[src/rtl/mult_div_ctrl_pkg.sv]
// Shared types for the multiply/divide controller.
// State encoding, op codes and iteration count.
package mult_div_ctrl_pkg;

  typedef enum logic [2:0] {
    ST_IDLE,
    ST_MULT,
    ST_DIV,
    ST_FIX,
    ST_DONE
  } md_state_e;

  localparam logic OP_MULT = 1'b0;
  localparam logic OP_DIV  = 1'b1;

  localparam int ITER = 32;
  localparam int CW   = $clog2(ITER);

endpackage

[src/rtl/mult_div_ctrl_addsub.sv]
// md_addsub: add/subtract with carry-out, shared by Booth and restoring steps.
// Ports: i_a, i_b operands; i_sub selects a-b; o_sum result; o_cout carry.
module md_addsub #(
  parameter int W = 33
) (
  input  logic [W-1:0] i_a,
  input  logic [W-1:0] i_b,
  input  logic         i_sub,
  output logic [W-1:0] o_sum,
  output logic         o_cout
);

  logic [W-1:0] w_b;
  logic [W:0]   w_full;

  assign w_b    = i_sub ? ~i_b : i_b;
  assign w_full = {1'b0, i_a} + {1'b0, w_b} + {{W{1'b0}}, i_sub};
  assign o_sum  = w_full[W-1:0];
  assign o_cout = w_full[W];

endmodule

[src/rtl/mult_div_ctrl.sv]
// Sequential signed MULT/DIV unit with HI/LO result registers.
// Ports: clock/reset, start/op/src_a/src_b in; busy/done/div_zero/hi_out/lo_out out.
module mult_div_ctrl
  import mult_div_ctrl_pkg::*;
#(
  parameter int WIDTH = 32
) (
  input  logic             clock,
  input  logic             reset,
  input  logic             start,
  input  logic             op,
  input  logic [WIDTH-1:0] src_a,
  input  logic [WIDTH-1:0] src_b,
  output logic             busy,
  output logic             done,
  output logic             div_zero,
  output logic [WIDTH-1:0] hi_out,
  output logic [WIDTH-1:0] lo_out
);

  localparam int W = WIDTH;

  md_state_e r_state;
  md_state_e w_next;

  logic [W-1:0]  r_hi;
  logic [W-1:0]  r_lo;
  logic [W-1:0]  r_acc_hi;
  logic [W-1:0]  r_acc_lo;
  logic [W-1:0]  r_m;
  logic          r_q1;
  logic          r_op;
  logic          r_neg_q;
  logic          r_neg_r;
  logic          r_dz;
  logic [CW-1:0] r_cnt;

  logic          w_last;
  logic          w_b_zero;
  logic [1:0]    w_booth;
  logic [W:0]    w_add_a;
  logic [W:0]    w_add_b;
  logic          w_sub;
  logic [W:0]    w_sum;
  logic          w_cout;
  logic [W-1:0]  w_abs_a;
  logic [W-1:0]  w_abs_b;

  assign w_last   = (r_cnt == CW'(ITER - 1));
  assign w_b_zero = (src_b == '0);
  assign w_booth  = {r_acc_lo[0], r_q1};
  assign w_abs_a  = src_a[W-1] ? -src_a : src_a;
  assign w_abs_b  = src_b[W-1] ? -src_b : src_b;

  always_ff @(posedge clock) begin
    if (reset) r_state <= ST_IDLE;
    else       r_state <= w_next;
  end

  always_comb begin
    w_next = r_state;
    unique case (r_state)
      ST_IDLE: begin
        if (start) begin
          if (op == OP_DIV && w_b_zero) w_next = ST_DONE;
          else if (op == OP_DIV)        w_next = ST_DIV;
          else                          w_next = ST_MULT;
        end
      end
      ST_MULT: if (w_last) w_next = ST_FIX;
      ST_DIV:  if (w_last) w_next = ST_FIX;
      ST_FIX:  w_next = ST_DONE;
      ST_DONE: w_next = ST_IDLE;
      default: w_next = ST_IDLE;
    endcase
  end

  // Divide: shift the next dividend bit into the partial remainder
  // and trial-subtract the divisor; carry-out means it fits.
  // Booth: sign-extend to 33 bits so the add never overflows
  // before the arithmetic right shift.
  always_comb begin
    w_add_a = '0;
    w_add_b = '0;
    w_sub   = 1'b0;
    if (r_state == ST_DIV) begin
      w_add_a = {r_acc_hi, r_acc_lo[W-1]};
      w_add_b = {1'b0, r_m};
      w_sub   = 1'b1;
    end else begin
      w_add_a = {r_acc_hi[W-1], r_acc_hi};
      w_sub   = (w_booth == 2'b10);
      if (w_booth == 2'b01 || w_booth == 2'b10)
        w_add_b = {r_m[W-1], r_m};
    end
  end

  md_addsub #(
    .W(W + 1)
  ) u_addsub (
    .i_a   (w_add_a),
    .i_b   (w_add_b),
    .i_sub (w_sub),
    .o_sum (w_sum),
    .o_cout(w_cout)
  );

  always_ff @(posedge clock) begin
    if (reset) begin
      r_hi     <= '0;
      r_lo     <= '0;
      r_acc_hi <= '0;
      r_acc_lo <= '0;
      r_m      <= '0;
      r_q1     <= 1'b0;
      r_op     <= OP_MULT;
      r_neg_q  <= 1'b0;
      r_neg_r  <= 1'b0;
      r_dz     <= 1'b0;
      r_cnt    <= '0;
    end else begin
      unique case (r_state)
        ST_IDLE: begin
          if (start) begin
            r_op     <= op;
            r_cnt    <= '0;
            r_acc_hi <= '0;
            r_q1     <= 1'b0;
            r_dz     <= (op == OP_DIV) && w_b_zero;
            if (op == OP_DIV) begin
              r_acc_lo <= w_abs_a;
              r_m      <= w_abs_b;
              r_neg_q  <= src_a[W-1] ^ src_b[W-1];
              r_neg_r  <= src_a[W-1];
            end else begin
              r_acc_lo <= src_b;
              r_m      <= src_a;
              r_neg_q  <= 1'b0;
              r_neg_r  <= 1'b0;
            end
          end
        end
        ST_MULT: begin
          r_acc_hi <= w_sum[W:1];
          r_acc_lo <= {w_sum[0], r_acc_lo[W-1:1]};
          r_q1     <= r_acc_lo[0];
          r_cnt    <= r_cnt + CW'(1);
        end
        ST_DIV: begin
          r_acc_hi <= w_cout ? w_sum[W-1:0] : w_add_a[W-1:0];
          r_acc_lo <= {r_acc_lo[W-2:0], w_cout};
          r_cnt    <= r_cnt + CW'(1);
        end
        ST_FIX: begin
          if (r_op == OP_DIV) begin
            r_lo <= r_neg_q ? -r_acc_lo : r_acc_lo;
            r_hi <= r_neg_r ? -r_acc_hi : r_acc_hi;
          end else begin
            r_lo <= r_acc_lo;
            r_hi <= r_acc_hi;
          end
        end
        default: ;
      endcase
    end
  end

  assign busy     = (r_state != ST_IDLE);
  assign done     = (r_state == ST_DONE);
  assign div_zero = (r_state == ST_DONE) && r_dz;
  assign hi_out   = r_hi;
  assign lo_out   = r_lo;

endmodule

[config.mk]
export PLATFORM = sky130hd
export DESIGN_NAME = mult_div_ctrl
export DESIGN_NICKNAME = d
export VERILOG_FILES = /design/src/rtl/mult_div_ctrl_pkg.sv /design/src/rtl/mult_div_ctrl_addsub.sv /design/src/rtl/mult_div_ctrl.sv
export SDC_FILE = /design/constraint.sdc
export NUM_CORES = 1
export LEC_CHECK = 0
export BUFFER_PORTS_ARGS = -buffer_cell sky130_fd_sc_hd__buf_2
export CAP_MARGIN = 30
export CORE_ASPECT_RATIO = 0.6
export CORE_MARGIN = 1
export CORE_UTILIZATION = 46
export CTS_CLUSTER_SIZE = 12
export DETAILED_ROUTE_END_ITERATION = 12
export PLACE_DENSITY_LB_ADDON = 0.3
export SYNTH_ARGS = -nofsm -noshare
export SYNTH_HDL_FRONTEND = slang
export SYNTH_SLANG_ARGS = --single-unit
[constraint.sdc]
create_clock -name clock -period 4.04 [get_ports clock]
set_clock_uncertainty 0.15 [all_clocks]
set_input_delay 0.808 -clock clock [delete_from_list [all_inputs] [get_ports clock]]
set_output_delay 0.808 -clock clock [all_outputs]
set_load 0.01 [all_outputs]
==> results of run 1 <==
-- where the power goes --
group          switching (mW)  internal (mW)
registers               0.617           2.16
logic                    5.65           3.80
clock network           0.760          0.837
total                    7.03           6.81
-- critical path: cells and delay by family, from the launching register on --
| family | cells | cell delay (ps) |
|---|---|---|
| xor+xnor | 1 | 190 |
| flops | 1 | 330 |
| fa+ha+maj | 1 | 300 |
| mux | 1 | 310 |
| compound gates | 7 | 1490 |
| buf+inv | 5 | 730 |
| simple gates | 3 | 350 |
-- area by class of cell --
| class | instances | share of cell area |
|---|---|---|
| clock buffer | 20 | 0.0288 |
| clock inverter | 12 | 0.00678 |
| inverter | 40 | 0.00946 |
| multi-input combinational | 1404 | 0.573 |
| sequential | 173 | 0.218 |
| tap | 367 | 0.0289 |
| timing repair buffer | 296 | 0.135 |
-- placed cells by master, fill, tap and decap left out, drive strengths merged, types with 14 or more instances in the layout --
master / Yosys / routed
a211oi: 104 / 104
a21oi: 147 / 147
a221oi: 24 / 24
a222oi: 18 / 18
a22oi: 19 / 19
a311oi: 14 / 14
and3: 15 / 15
buf: 25 / 290
clkbuf: 125 / 26
dfxtp: 173 / 173
ha: 39 / 39
inv: 40 / 44
mux2: 18 / 18
nand2: 207 / 207
nand3: 30 / 30
nor2: 242 / 242
nor3: 42 / 42
nor4: 16 / 16
o21ai: 104 / 104
o31ai: 25 / 25
o41ai: 14 / 14
or3: 17 / 17
xnor2: 60 / 60
xor2: 109 / 109
-- flip-flops by register name (all words and copies together) (netlist names) --
name      flops
r_m          32
r_q1          1
r_neg_q       1
r_acc_lo     32
r_cnt         5
r_state       3
lo_out       32
r_op          1
r_dz          1
r_neg_r       1
hi_out       32
r_acc_hi     32
-- cells by family (layout without fill, tap and decap cells) --
| logic type | count (synthesis) | count (layout) |
|---|---|---|
| and+or+nand+nor | 628 | 628 |
| DFF | 173 | 173 |
| xor gates and xnor gates | 169 | 169 |
| adders and majority gates | 40 | 40 |
| AOI/OAI and AO/OA | 544 | 544 |
| buffers and inverters | 190 | 368 |
| muxes | 23 | 23 |
-- repair_timing --
| item | 4_1_cts | 5_1_grt |
|---|---|---|
| cloned | 0 | 8 |
| pin swaps | 3 | 38 |
| buffers inserted | 2 | 19 |
| gates resized for setup | 7 | 90 |
| setup endpoints to repair | 14 | 32 |
-- routing by layer --
metal,vias to the layer above,GRT usage,wire length [um]
met1,6634,0.499,22900
met2,700,0.386,17600
met5,-,0,0
met3,35,0.138,6840
met4,0,0.0524,567
li1,6731,-,-
-- path summary, 6_finish.rpt --
| check | startpoint | to | slack, ps | cells past startpoint |
|---|---|---|---|---|
| min reg2reg | hi_out[0] | hi_out[0] | 330 | 2 |
| max reg2reg | r_state[2] | r_acc_hi[20] | 40 | 18 |
| min | hi_out[0] | hi_out[0] | 330 | 2 |
| max | r_state[2] | r_acc_hi[20] | 40 | 18 |
==> flow_metrics.tcl, run 1 <==
set metrics [dict create \
    outcome "finished, final reports clean" \
    cts_inserted_buffers 17 \
    synth_area_leaders "dfxtp_1 27%, xor2_1 7.4%, nor2_1 6.9%, a211oi_1 6.1%, nand2_1 6.0%" \
    dr.first_iter.drc_count 1611 \
    dp_slack_ps -60.3 \
    maxCapViolCount 0 \
    hp-class "reg2reg" \
    worstMarginPinSlew_ps 873 \
    dpl.hpwl_mm 35.9 \
    antenna_found_initial 1 \
    clk_pin_slew_ps 70 \
    endpoint_kind "flop" \
    place_congestion 0.985 \
    multiInputGateArea_mm2 0.00910 \
    final_util 0.577 \
    root_buffer "clkbuf_16" \
    cts_tree "yes" \
    arrival_ps 4190 \
    area_growth_pct 23.2 \
    synth_edf_count 0 \
    grt-ovfl-total 0 \
    synth-seq-cells 173 \
    n_fill_cell 2628 \
    synth_compound_area_frac 0.280 \
    clock_latency_ps 460 \
    power.density_mw_per_mm2 871 \
    place_area_mm2 0.0146 \
    grt_max_degree 128 \
    cp_max_fo 8 \
    register_area_mm2 0.00347 \
    cts-hold-fix-buffers 0 \
    cts.sinks 173 \
    synth_xor_area_frac 0.115 \
    finalHoldViolations 0 \
    cp_cell_sequence "buf_4 -> nor3b_4 -> buf_6 -> nor2_4 -> buf_12 -> buf_6 -> xor2_2 -> ha_2 -> o21ai_0 -> o21bai_1 -> a41o_1 -> a21oi_2 -> a21bo_4 -> a21o_4 -> buf_12 -> mux2_1 -> a222oi_1 -> nor2_1" \
    synth_fp_nets 1875 \
    grt_pass1_vias 12100 \
    layout.nets 2040 \
    start_kind "flop" \
    peakVddDrop_mv 0.422 \
    wire_per_inst_um 20.7 \
    die_w_um 218 \
    start_util 0.468 \
    synth_cell_types 75 \
    synth-main-ff-cell "dfxtp_1" \
    wl_mm 47.9 \
    netlist_instances 1767 \
    dieArea_mm2 0.0287 \
    leakage_nw 6.26 \
    dr.pass1.iters 7 \
    finalCriticalPeriod_ps 4000 \
    synth.area.mux_share 0.0196 \
    fin_ws_ps 41.5 \
    worst-endpoint-required_ps 4230 \
    io_buffers 134 \
    pin_count 135 \
    yosysSeqAreaShare 0.269 \
    cpPeakStageDelay_ps 330 \
    htreeDepth 4 \
    fin_cells 2312 \
    timing.hold.ws_ps 325 \
    critPathKind "reg2reg" \
    fmax_mhz 250 \
    ant_nets 0 \
    slowest_stage "dfxtp_2" \
    fp-row-count 47 \
    drive_gt1_frac 0.222 \
    finalInstanceArea_mm2 0.0159 \
    ys.warnings.count 0 \
    grt_first_pass_wirelength_mm 70.5 \
    netlist.area_leader.share 0.269 \
    synth.most_common_cell "nor2_1" \
    synth_top_family_by_area "compound AO/OA/AOI/OAI gates" \
    setup_violations 0 \
    setup_tns_ps 0 \
    max-slew-margin-rel 0.417 \
    grt.total_usage 0.318 \
    async_reset_ff_frac 0 \
    period_share 0.990 \
    report.final.slew_viol_count 0 \
    clk_path_buf_depth 2 \
    yosys.area.top_type "dfxtp_1" \
    netlist_top_cells_count "238 x nor2_1, 207 x nand2_1, 173 x dfxtp_1" \
    rsz0062_at_grt "yes" \
    syn_area_mm2 0.0129 \
    via_per_inst 6.10 \
    drc 0 \
    yosys.area_share.simple 0.221 \
    core_mm2 0.0275 \
    power.total_mw 13.8 \
    n_antenna_cell 0 \
    synth.avg_cell_area_um2 7.29 \
    die_h_um 132 \
    place_inst 2252 \
    vias 14100 \
    synth_fa_ha_area_frac 0.0394 \
]
Note: power is estimated with default switching activity, not from simulation.
==> run 2, diff against run 1 <==
--- a/config.mk
+++ b/config.mk
@@ -10,9 +10,10 @@
 export CORE_ASPECT_RATIO = 0.6
 export CORE_MARGIN = 1
 export CORE_UTILIZATION = 46
+export CTS_BUF_LIST = sky130_fd_sc_hd__clkbuf_16
 export CTS_CLUSTER_SIZE = 12
 export DETAILED_ROUTE_END_ITERATION = 12
-export PLACE_DENSITY_LB_ADDON = 0.3
+export PLACE_DENSITY = 0.71
 export SYNTH_ARGS = -nofsm -noshare
 export SYNTH_HDL_FRONTEND = slang
 export SYNTH_SLANG_ARGS = --single-unit
==> run 2 against run 1 <==
  * Wire length about the same
  * Fmax increased by 0.79%
  * Core utilization decreased by 0.43 points
  * Critical path depth decreased by 3
  * Worst hold slack improved by 9.1 ps
  * Combinational power decreased by 0.5%
  * Non-clock buffer count increased by 2
  * Die area unchanged
==> flow_metrics.tcl, run 2 (synthesis results as in run 1) <==
set metrics [dict create \
    grt_first_pass_wirelength_mm 71.0 \
    endpoint_kind "flop" \
    cts.sinks 173 \
    cts-hold-fix-buffers 0 \
    grt-ovfl-total 0 \
    arrival_ps 4160 \
    final_cell_mix "234 x nor2_1, 202 x nand2_1, 171 x dfxtp_1" \
    peakVddDrop_mv 0.340 \
    dp_slack_ps -84.2 \
    root_buffer "clkbuf_16" \
    fp-row-count 47 \
    vias 14100 \
    cp_cell_sequence "or3b_4 -> buf_4 -> clkbuf_16 -> nand2_1 -> nand2_1 -> ha_1 -> nand2_1 -> o211ai_1 -> nand3_1 -> and2_1 -> a41oi_1 -> xnor2_2 -> mux2_1 -> a222oi_1 -> nor2_1" \
    grt_max_degree 86 \
    power.density_mw_per_mm2 874 \
    dieArea_mm2 0.0287 \
    timing.hold.ws_ps 334 \
    die_w_um 218 \
    drive_gt1_frac 0.212 \
    wire_per_inst_um 20.7 \
    leakage_nw 6.25 \
    period_share 0.982 \
    cts_tree "yes" \
    crit_family "simple AND/OR/NAND/NOR gates" \
    final_util 0.573 \
    dr.first_iter.drc_count 1791 \
    clk_pin_slew_ps 80 \
    ant_nets 0 \
    crit_buf_inv 2 \
    start_kind "flop" \
    area_growth_pct 22.2 \
    crit_top_cell "nand2_1" \
    rsz0062_at_grt "yes" \
    cts_inserted_buffers 17 \
    grt.total_usage 0.321 \
    finalCriticalPeriod_ps 3970 \
    layout.nets 2042 \
    outcome "finished, final reports clean" \
    fin_cells 2313 \
    place_congestion 0.996 \
    critPathKind "reg2reg" \
    core_mm2 0.0275 \
    maxCapViolCount 0 \
    wl_mm 48.0 \
    antenna_found_initial 0 \
    fin_ws_ps 72.7 \
    finalHoldViolations 0 \
    io_buffers 134 \
    cp_max_fo 14 \
    dpl.hpwl_mm 36.5 \
    fmax_mhz 252 \
    hp-class "reg2reg" \
    clk_path_buf_depth 2 \
    max-slew-margin-rel 0.379 \
    worst-endpoint-required_ps 4230 \
    n_antenna_cell 0 \
    clock_latency_ps 460 \
    layout_commonest_cell "nor2_1" \
    place_area_mm2 0.0146 \
    finalInstanceArea_mm2 0.0158 \
    grt_pass1_vias 12000 \
    power.total_mw 13.8 \
    setup_violations 0 \
    dr.pass1.iters 6 \
    htreeDepth 4 \
    via_per_inst 6.11 \
    drc 0 \
    start_util 0.468 \
    worstMarginPinSlew_ps 931 \
    setup_tns_ps 0 \
    report.final.slew_viol_count 0 \
    pin_count 135 \
    place_inst 2263 \
    slowest_stage "or3b_4" \
    die_h_um 132 \
    cpPeakStageDelay_ps 440 \
]
-- run 2: worst min-delay path: stages, from the launching register on --
cell	delay [ps]
dfxtp_1	330
nand2_1	60
a21oi_1	50
-- run 2: layout make-up --
class	instances	area, um^2
Sequential cell	173	3470
Inverter	40	150
Clock inverter	14	140
Fill cell	2587	11800
Multi-Input combinational cell	1404	9030
Clock buffer	17	425
Tap cell	367	459
Timing Repair Buffer	298	2090
-- run 2: power breakdown --
group | internal [mW] | total (mW) | switching [mW]
Clock | 0.857 | 1.62 | 0.765
Sequential | 2.17 | 2.74 | 0.576
Combinational | 3.78 | 9.41 | 5.63
Total | 6.81 | 13.8 | 6.97
-- run 2: routing by layer --
layer	routed length (um)	global-route usage	vias to the layer above
met1	23400	0.531	6628
met4	507	0.0521	0
li1	-	-	6694
met2	17500	0.385	758
met3	6510	0.104	44
met5	0	0	-
-- run 2: repair_timing --
item | 4_1_cts | 5_1_grt
gates cloned | 0 | 7
setup buffers | 0 | 12
gates resized for setup | 3 | 65
setup endpoints to repair | 16 | 31
pin swaps | 0 | 23
-- run 2: worst paths after layout --
kind,from,end,slack [ps],cells past startpoint
setup / recovery,r_state[0],r_acc_hi[18],70,15
hold / removal,lo_out[0],lo_out[0],330,2
setup reg to reg,r_state[0],r_acc_hi[18],70,15
hold reg to reg,lo_out[0],lo_out[0],330,2
